[config.mk]
export PLATFORM = sky130hd
export DESIGN_NAME = unpack_pkt_arbiter
export DESIGN_NICKNAME = d
export VERILOG_FILES = /design/src/rtl/unpack_arb_pkg.sv /design/src/rtl/unpack_rr_pick.sv /design/src/rtl/unpack_pkt_arbiter.sv
export SDC_FILE = /design/constraint.sdc
export NUM_CORES = 1
export LEC_CHECK = 0
export BUFFER_PORTS_ARGS = -buffer_cell sky130_fd_sc_hd__buf_2
export CORE_ASPECT_RATIO = 0.6
export CORE_MARGIN = 4
export CORE_UTILIZATION = 30
export DETAILED_ROUTE_END_ITERATION = 10
export PLACE_DENSITY_LB_ADDON = 0.1
export SETUP_SLACK_MARGIN = 0.1
export SLEW_MARGIN = 20
export SYNTH_ARGS = -nofsm -noshare
export SYNTH_HDL_FRONTEND = slang
export SYNTH_SLANG_ARGS = --single-unit
[constraint.sdc]
create_clock -name clk -period 3.77 [get_ports clk]
set_input_delay 0 -clock clk [delete_from_list [all_inputs] [get_ports clk]]
set_output_delay 0 -clock clk [all_outputs]
set_load 0.01 [all_outputs]
[src/rtl/unpack_arb_pkg.sv]
// Shared types and defaults for the packet-granular unpacker arbiter.
package unpack_arb_pkg;

    typedef enum logic [1:0] {
        ARB    = 2'd0,
        LOCKED = 2'd1,
        DRAIN  = 2'd2
    } arb_state_t;

    localparam int unsigned DEF_DATA_W    = 32;
    localparam int unsigned DEF_MAX_WORDS = 64;

    // Width of a channel index; never narrower than one bit.
    function automatic int unsigned chan_w(input int unsigned n);
        return (n > 1) ? $clog2(n) : 1;
    endfunction

endpackage

[src/rtl/unpack_rr_pick.sv]
// Combinational round-robin picker: first request at or after last_grant+1, modulo NUM_CH.
module unpack_rr_pick
    import unpack_arb_pkg::*;
#(
    parameter  int unsigned NUM_CH = 4,
    localparam int unsigned CW     = chan_w(NUM_CH)
) (
    input  logic [NUM_CH-1:0] req,
    input  logic [CW-1:0]     last_grant,
    output logic [NUM_CH-1:0] gnt_onehot,
    output logic [CW-1:0]     gnt_idx,
    output logic              any
);

    logic [CW-1:0] idx;

    always_comb begin
        gnt_onehot = '0;
        gnt_idx    = '0;
        any        = 1'b0;
        idx        = '0;
        for (int unsigned k = 1; k <= NUM_CH; k++) begin
            idx = CW'((32'(last_grant) + k) % NUM_CH);
            if (!any && req[idx]) begin
                any             = 1'b1;
                gnt_idx         = idx;
                gnt_onehot[idx] = 1'b1;
            end
        end
    end

endmodule

[src/rtl/unpack_pkt_arbiter.sv]
// Packet-granular round-robin arbiter feeding one data_unpack instance from NUM_CH sources.
module unpack_pkt_arbiter
    import unpack_arb_pkg::*;
#(
    parameter  int unsigned NUM_CH    = 4,
    parameter  int unsigned DATA_W    = DEF_DATA_W,
    parameter  int unsigned MAX_WORDS = DEF_MAX_WORDS,
    localparam int unsigned CW        = chan_w(NUM_CH)
) (
    input  logic                     clk,
    input  logic                     rst,
    input  logic [NUM_CH-1:0]        s_valid,
    output logic [NUM_CH-1:0]        s_ready,
    input  logic [NUM_CH*DATA_W-1:0] s_data,
    input  logic [NUM_CH-1:0]        s_sop,
    input  logic [NUM_CH-1:0]        s_eop,
    output logic                     m_valid,
    input  logic                     m_ready,
    output logic [DATA_W-1:0]        m_data,
    output logic                     m_sop,
    output logic                     m_eop,
    output logic [CW-1:0]            m_chan,
    output logic                     err
);

    localparam int unsigned      CNT_W    = $clog2(MAX_WORDS);
    localparam logic [CNT_W-1:0] LAST_CNT = CNT_W'(MAX_WORDS - 1);

    arb_state_t        state;
    logic [CW-1:0]     grant, last_grant, pick_idx, sel_ch;
    logic [NUM_CH-1:0] req, pick_onehot;
    logic              pick_any;
    logic [CNT_W-1:0]  word_cnt;
    logic              load_en, accept, fwd, trunc, out_sop, out_eop, at_max;
    logic              sel_valid, sel_sop, sel_eop;
    logic [DATA_W-1:0] sel_data;

    assign req     = s_valid & s_sop;
    assign load_en = !m_valid || m_ready;
    assign sel_ch  = (state == ARB) ? pick_idx : grant;
    assign at_max  = (word_cnt == LAST_CNT);

    unpack_rr_pick #(.NUM_CH(NUM_CH)) u_pick (
        .req        (req),
        .last_grant (last_grant),
        .gnt_onehot (pick_onehot),
        .gnt_idx    (pick_idx),
        .any        (pick_any)
    );

    always_comb begin
        sel_valid = 1'b0;
        sel_sop   = 1'b0;
        sel_eop   = 1'b0;
        sel_data  = '0;
        for (int unsigned i = 0; i < NUM_CH; i++) begin
            if (sel_ch == CW'(i)) begin
                sel_valid = s_valid[i];
                sel_sop   = s_sop[i];
                sel_eop   = s_eop[i];
                sel_data  = s_data[i*DATA_W +: DATA_W];
            end
        end
    end

    always_comb begin
        s_ready = '0;
        accept  = 1'b0;
        fwd     = 1'b0;
        trunc   = 1'b0;
        out_sop = 1'b0;
        out_eop = 1'b0;
        // Non-granted channels presenting a non-sop word are orphans: accept and drop.
        for (int unsigned i = 0; i < NUM_CH; i++) begin
            if (s_valid[i] && !s_sop[i] && (state == ARB || grant != CW'(i)))
                s_ready[i] = 1'b1;
        end
        case (state)
            ARB: begin
                accept  = pick_any && load_en;
                fwd     = accept;
                out_sop = 1'b1;
                out_eop = sel_eop;
                s_ready = s_ready | (pick_onehot & {NUM_CH{load_en}});
            end
            LOCKED: begin
                s_ready[grant] = load_en;
                accept  = sel_valid && load_en;
                fwd     = accept;
                out_eop = sel_eop || sel_sop || at_max;
                trunc   = accept && (sel_sop || (at_max && !sel_eop));
            end
            DRAIN: begin
                s_ready[grant] = 1'b1;
                accept         = sel_valid;
            end
            default: ;
        endcase
    end

    always_ff @(posedge clk) begin
        if (rst) begin
            state      <= ARB;
            grant      <= '0;
            last_grant <= CW'(NUM_CH - 1);
            word_cnt   <= '0;
            m_valid    <= 1'b0;
            m_data     <= '0;
            m_sop      <= 1'b0;
            m_eop      <= 1'b0;
            m_chan     <= '0;
            err        <= 1'b0;
        end else begin
            err <= trunc;
            if (load_en) begin
                m_valid <= fwd;
                if (fwd) begin
                    m_data <= sel_data;
                    m_sop  <= out_sop;
                    m_eop  <= out_eop;
                    m_chan <= sel_ch;
                end
            end
            // Mid-packet sop outranks the length limit, which outranks a normal eop.
            case (state)
                ARB: if (accept) begin
                    if (sel_eop) begin
                        last_grant <= pick_idx;
                    end else begin
                        grant    <= pick_idx;
                        word_cnt <= CNT_W'(1);
                        state    <= LOCKED;
                    end
                end
                LOCKED: if (accept) begin
                    if (sel_sop) begin
                        last_grant <= grant;
                        state      <= ARB;
                    end else if (at_max && !sel_eop) begin
                        state <= DRAIN;
                    end else if (sel_eop) begin
                        last_grant <= grant;
                        state      <= ARB;
                    end else begin
                        word_cnt <= word_cnt + 1'b1;
                    end
                end
                DRAIN: if (accept && sel_eop) begin
                    last_grant <= grant;
                    state      <= ARB;
                end
                default: state <= ARB;
            endcase
        end
    end

endmodule

# ---- After elaboration in Yosys (flattened, before gate mapping)
# Cells that the tools add are included.
dict set report op_classes {
  eq_ne 20
  n_reduce_logical 49
  bitwise_logic 9
  magnitude_cmp 10
  add_sub_neg 5
  mux 80
}
# op count
set ops {}
lappend ops {{two-way mux 32 bit} 4}
lappend ops {{two-way mux 2 bit} 19}
lappend ops {{two-way mux 6 bit} 6}
lappend ops {{two-way mux 1 bit} 30}
lappend ops {{logical AND 1 bit} 21}
lappend ops {{inequality test 2 bit, second input constant} 10}
lappend ops {{OR 4 bit} 5}
lappend ops {{two-way mux 4 bit} 4}
lappend ops {{< comparator 2 x 3 -> 1 bit, second input constant} 5}
lappend ops {{AND reduction 7 bit} 2}
lappend ops {{case mux 2 bit (3 select lines)} 2}
lappend ops {{case mux 4 bit (3 select lines)} 1}
lappend ops {{case mux 6 bit (2 select lines)} 1}
lappend ops {{demux 1 bit (select 2 bit)} 5}
lappend ops {{>= comparator 2 x 1 -> 1 bit, second input constant} 5}
lappend ops {{logical NOT 1 bit} 9}
lappend ops {{bitwise AND 4 bit} 2}
lappend ops {{binary-select mux 1 bit (select 2 bit)} 4}
lappend ops {{logical OR 1 bit} 8}
lappend ops {{adder 6 x 1 -> 6 bit, second input constant} 1}
lappend ops {{== test 2 bit, second input constant} 3}
lappend ops {{== test 6 bit, second input constant} 1}
lappend ops {{inequality test 3 bit, second input constant} 2}
lappend ops {{AND reduction 5 bit} 1}
lappend ops {{other kinds (15)} 22}
dict set report totals {
  wordCells 183
  ff_bits 50
}

# ---- Longest topological paths before layout
dict set report depth {
  ltp_word 25
  mapped_depth 17
  depth_no_buf 12
}

# ---- Modules after synthesis
# Synthesis repeated with hierarchy kept, for this count alone.
dict set report unflattened {
  cells_unflattened 644
  area_unflattened_um2 4346.7
}
# module area_each_um2 cells_each n_inst
set modules_own_cells {}
lappend modules_own_cells {unpack_pkt_arbiter 3717.3 558 1}
lappend modules_own_cells {unpack_rr_pick 629.4 86 1}

# ---- Worst setup path after synthesis
# OpenSTA, ideal clock, no wires.
dict set report synth_path {
  path_type {reg2reg}
  start {register last_grant[0]}
  end {register m_data[0]}
  setup_time_ns 0.071
  stages_incl_launch_ff 17
  slack_ns 0.164
  path_buffers 5
  required_ns 3.699
  synth_period_minus_slack_ns 3.606
  arrival_ns 3.536
  cell_sequence {dfxtp_1 > buf_2 > inv_2 > ha_1 > clkbuf_1 > or3_1 > a21o_1 > a2bb2oi_2 > mux2_4 > or3_1 > a32oi_1 > or2_1 > buf_2 > buf_6 > buf_6 > nand2_1 > a21oi_1}
}
dict set report synth_via {
  elab_chain_cells 22
}
# element line_no
set synth_lines {}
lappend synth_lines {{from (decl)} unpack_pkt_arbiter.sv:30} ;# logic [CW-1:0] grant, last_grant, pick_idx, sel_ch;
lappend synth_lines {{from (signal assigned)} unpack_pkt_arbiter.sv:105} ;# last_grant <= CW'(NUM_CH - 1);
lappend synth_lines {{from (signal assigned)} unpack_pkt_arbiter.sv:128} ;# last_grant <= pick_idx;
lappend synth_lines {{from (signal assigned)} unpack_pkt_arbiter.sv:137} ;# last_grant <= grant;
lappend synth_lines {{adder 2 x 1 -> 2 bit} unpack_rr_pick.sv:23} ;# idx = CW'((32'(last_grant) + k) % NUM_CH);
lappend synth_lines {{binary-select mux 1 bit (select 2 bit)} unpack_rr_pick.sv:24} ;# if (!any && req[idx]) begin
lappend synth_lines {{two-way mux 1 bit (implied by the code)} unpack_rr_pick.sv:24}
lappend synth_lines {{two-way mux 1 bit} unpack_rr_pick.sv:24}
lappend synth_lines {{logical NOT 1 bit} unpack_rr_pick.sv:24}
lappend synth_lines {{logical AND 1 bit} unpack_rr_pick.sv:24}
lappend synth_lines {{two-way mux 1 bit} unpack_rr_pick.sv:24}
lappend synth_lines {{logical NOT 1 bit} unpack_rr_pick.sv:24}
lappend synth_lines {{[3 not listed]} --}
lappend synth_lines {{logical AND 1 bit} unpack_rr_pick.sv:24}
lappend synth_lines {{two-way mux 2 bit} unpack_rr_pick.sv:24}
lappend synth_lines {{two-way mux 2 bit} unpack_pkt_arbiter.sv:40} ;# assign sel_ch = (state == ARB) ? pick_idx : grant;
lappend synth_lines {{logical NOT 2 bit} unpack_pkt_arbiter.sv:57} ;# if (sel_ch == CW'(i)) begin
lappend synth_lines {{two-way mux 1 bit (4 in series)} unpack_pkt_arbiter.sv:57}
lappend synth_lines {{logical AND 1 bit} unpack_pkt_arbiter.sv:88} ;# accept = sel_valid && load_en;
lappend synth_lines {{case mux 1 bit (2 select lines)} unpack_pkt_arbiter.sv:78} ;# case (state)
lappend synth_lines {{AND reduction 2 bit (no source line)} --}
lappend synth_lines {{to (signal assigned)} unpack_pkt_arbiter.sv:118} ;# m_data <= sel_data;
lappend synth_lines {{to (decl)} unpack_pkt_arbiter.sv:19} ;# output logic [DATA_W-1:0] m_data,
# Parallel ways exist; a longest one is shown, timed or not. The select of a mux whose other input is x is not followed.
# A chain may end at the register's enable or synchronous reset.

# ---- Worst setup path in the final report
dict set report layout_path {
  start {register last_grant[1]}
  end {register word_cnt[5]}
}
dict set report layout_via {
  elab_chain_cells 23
}
# element line_no
set layout_lines {}
lappend layout_lines {{adder 2 x 1 -> 2 bit} unpack_rr_pick.sv:23}
lappend layout_lines {{binary-select mux 1 bit (select 2 bit)} unpack_rr_pick.sv:24}
lappend layout_lines {{two-way mux 1 bit (implied by the code)} unpack_rr_pick.sv:24}
lappend layout_lines {{two-way mux 1 bit} unpack_rr_pick.sv:24}
lappend layout_lines {{logical NOT 1 bit} unpack_rr_pick.sv:24}
lappend layout_lines {{logical AND 1 bit} unpack_rr_pick.sv:24}
lappend layout_lines {{two-way mux 1 bit} unpack_rr_pick.sv:24}
lappend layout_lines {{logical NOT 1 bit} unpack_rr_pick.sv:24}
lappend layout_lines {{[4 not listed]} --}
lappend layout_lines {{two-way mux 2 bit} unpack_rr_pick.sv:24}
lappend layout_lines {{two-way mux 2 bit} unpack_pkt_arbiter.sv:40}
lappend layout_lines {{logical NOT 2 bit} unpack_pkt_arbiter.sv:57}
lappend layout_lines {{two-way mux 1 bit (4 in series)} unpack_pkt_arbiter.sv:57}
lappend layout_lines {{logical AND 1 bit / logical NOT 1 bit (equally long branches)} {unpack_pkt_arbiter.sv:88, unpack_pkt_arbiter.sv:139}}
lappend layout_lines {{case mux 1 bit (3 select lines) / logical AND 1 bit (equally long branches)} {unpack_pkt_arbiter.sv:78, unpack_pkt_arbiter.sv:139}}
lappend layout_lines {{inequality test 2 bit (no source line)} --}
lappend layout_lines {{AND reduction 7 bit (no source line) *} --}
lappend layout_lines {{to (signal assigned)} unpack_pkt_arbiter.sv:145} ;# word_cnt <= word_cnt + 1'b1;
lappend layout_lines {{to (decl)} unpack_pkt_arbiter.sv:33} ;# logic [CNT_W-1:0] word_cnt;
# Mark *: on every way between the ends. The rest lies on a longest branch, timed or not. The select of a mux whose other input is x is not followed.

==> reports/metrics.yaml <==
global_route:
  grt-ovfl-total: 0
  antenna_found_initial: 0
  grt_pass1_vias: 4780
  track_usage_pct: 18.9
  grt_pass1_wl_mm: 25.0
  grt_start_max_net_pins: 68
status:
  status: "complete, no violations"
yosys:
  ys.warnings.count: 0
  yosysSeqAreaShare_pct: 24.0
  async_flop_share_pct: 0
  synth_edf_count: 0
  synth_nets: 764
  netlist_instances: 608
  avgSynthCellArea_sq_um: 6.87
  synth_cell_type_count: 68
  ys_seq_elements: 50
  synth_area_leader_cell: "dfxtp_1"
  synth_area_leaders: "dfxtp_1, nand2_1, a311o_1"
  synth_area_sq_um: 4180
  synth_top_area_share_pct: 24.0
  synthFlopType: "dfxtp_1"
timing:
  tightest_slew_ns: 1.04
  min_period_ns: 3.52
  setup_tns_ns: 0
  rsz0062_at_grt: "no"
  finalHoldViolCount: 0
  slew_headroom_pct: 30.8
  max_freq_mhz: 284
  min_period_over_period_pct: 93.3
  slew_viol_final: 0
  finalClockSkew_ns: 0.0125
  finalSetupViolCount: 0
critical_path:
  timing.rr.end: "word_cnt[5]"
  r2r_slack_ns: 0.25
  critPathRequiredTime_ns: 4.00
  critPathLaunch: "last_grant[1]"
  critPathArrivalTime_ns: 3.75
  r2r-start: "last_grant[1]"
  critPathLaunchType: "register"
  endpoint_kind: "register"
  reg2reg_depth: 11
  crit_type: "register to register"
  worstPathMaxFanout: 7
route:
  routed_wl_mm: 16.0
  drtIter0Drc: 389
  routedWlPerCell_um: 16.9
  drcViolationCount: 0
  vias_per_cell: 5.39
  first_pass_iters: 5
  num_vias: 5108
  ant_nets: 0
min_path:
  holdPathEnd: "m_data[0]"
  min_path_cells: 4
  worstHoldStart: "s_data[32]"
  hold_class: "input port to register"
cts:
  clock_latency_ns: 0.30
  cts_sinks: 50
  cts_buffer_depth: 2
  clock-root-buffer: "clkbuf_16"
  path_clk_slew_ns: 0.08
  cts_tree: "built"
  htree_levels: 2
  cts_made_buffers: 5
power_and_ir_drop:
  power.density_nw_per_um2: 933
  peakVddDrop_mv: 0.505
  swShare_pct: 50.4
  power.leakage_nw: 2.68
  clkPwrFrac_pct: 10.3
  p_seq_share_pct: 16.7
  p_sw_mw: 2.59
  comb_power_share_pct: 73.0
  p_int_mw: 2.55
  total_power_mw: 5.15
place:
  gp_congestion: 0.911
  io_buffers: 184
  place_hpwl_mm: 11.8
cells_and_area:
  area_growth_pct: 32.2
  fin_nets: 928
  fill_cells: 1470
  drive_above_1_share_pct: 29.8
  diodes: 0
  final_cell_mix: "nand2_1, buf_2, a21oi_1"
  final_util_pct: 40.5
floorplan:
  core_sq_um: 13600
  die_w_um: 160
  dieArea_sq_um: 15900
  initial_core_util_pct: 30.6
  die_y_um: 99.4
  pin_count: 185
  row_count: 33
job:
  drv_cap: 0
layer usage:
| metal | up-vias | global-route usage (%) | wire [um] |
|---|---|---|---|
| li1 | 2522 | - | - |
| met1 | 2388 | 28.7 | 8080 |
| met2 | 189 | 27.6 | 6750 |
| met3 | 9 | 4.64 | 1130 |
| met4 | 0 | 2.45 | 61 |
| met5 | - | 0 | 0 |
how the worst max path moves through the flow:
stage,end,slack (ns)
3_3_place_gp,word_cnt[5],0.31
5_1_grt,m_data[22],0.12
4_1_cts,m_data[5],0.20
6_report,word_cnt[5],0.25
3_5_place_dp,m_data[24],0.20
2_1_floorplan,m_data[0],0.16
final cells by class:
| class | instances | area (sq um) | area share [%] |
|---|---|---|---|
| Clock buffer | 5 | 125 | 2.27 |
| Clock inverter | 3 | 43.8 | 0.794 |
| Inverter | 11 | 41.3 | 0.748 |
| Multi-Input combinational cell | 500 | 2980 | 54.1 |
| Sequential cell | 50 | 1000 | 18.1 |
| Tap cell | 175 | 219 | 3.97 |
| Timing Repair Buffer | 204 | 1100 | 20.0 |
flip-flops by register name (all words and copies together), names as in the netlist, 2 cells and up:
| name | cells |
|---|---|
| m_data | 32 |
| word_cnt | 6 |
| grant | 2 |
| last_grant | 2 |
| m_chan | 2 |
| state | 2 |
worst max-delay path, stage by stage, from the launching register on:
cell     delay [ns]
dfxtp_1        0.33
inv_1          0.11
ha_1           0.34
buf_4          0.17
a32oi_1        0.43
nand2_1        0.25
o31ai_4        0.44
mux2i_1        0.17
a211o_1        0.38
a21o_1         0.23
or4_1          0.48
a21oi_1        0.14
cell usage after synthesis (all sizes together), types with 2 or more instances:
master and count:
o2bb2ai 2, o21ai 18, nand3 9, clkbuf 33, a211oi 4, mux2 2
ha 13, a21o 5, a221oi 2, a22oi 5, or4 2, and3 38
or3 4, a32oi 2, o311a 3, mux2i 9, a31oi 9, o311ai 2
buf 14, and2 7, nor2b 6, inv 11, o211a 3, o31ai 5
o211ai 3, nor3 4, and4b 2, o221ai 2, nand4 5, a311o 33
or2 4, a2bb2oi 2, nand2 184, a22o 5, a21oi 52, nand2b 3
dfxtp 50, nand3b 2, nor2 33
stage by stage:
stage / worst slack (ns) / hold slack [ns] / cells / instance area, sq um
finish: 0.253 / 0.0881 / 948 / 5520
global route: 0.123 / 0.0984 / 948 / 5520
CTS: 0.195 / 0.0856 / 942 / 5410
detailed placement: 0.203 / 0.401 / 934 / 5240
global placement: 0.311 / 0.376 / 934 / 5240
floorplan: 0.164 / 0.135 / 608 / 4180
power by group through the flow:
stage / clock, mW / sequential, mW / combinational [mW]
4_1_cts: 0.549 / 0.857 / 3.58
2_1_floorplan: 0 / 0.925 / 2.50
6_report: 0.533 / 0.858 / 3.76
3_3_place_gp: 0 / 0.862 / 3.57
5_1_grt: 0.572 / 0.885 / 4.17
3_5_place_dp: 0 / 0.867 / 3.56
cells by family after synthesis:
family | Yosys count | share of synthesized area, %
buf+inv | 58 | 6.23
mux | 11 | 2.79
compound gates | 169 | 29.9
simple gates | 307 | 33.2
fa+ha+maj | 13 | 3.90
flops | 50 | 24.0
what timing repair did:
action | 4_1_cts | 5_1_grt
hold buffers | 0 | 0
resized for setup | 0 | 8
setup endpoints to repair | 0 | 48
endpoints found under the hold margin | 0 | 0
setup buffers | 0 | 5
(Power assumes the default switching activity.)
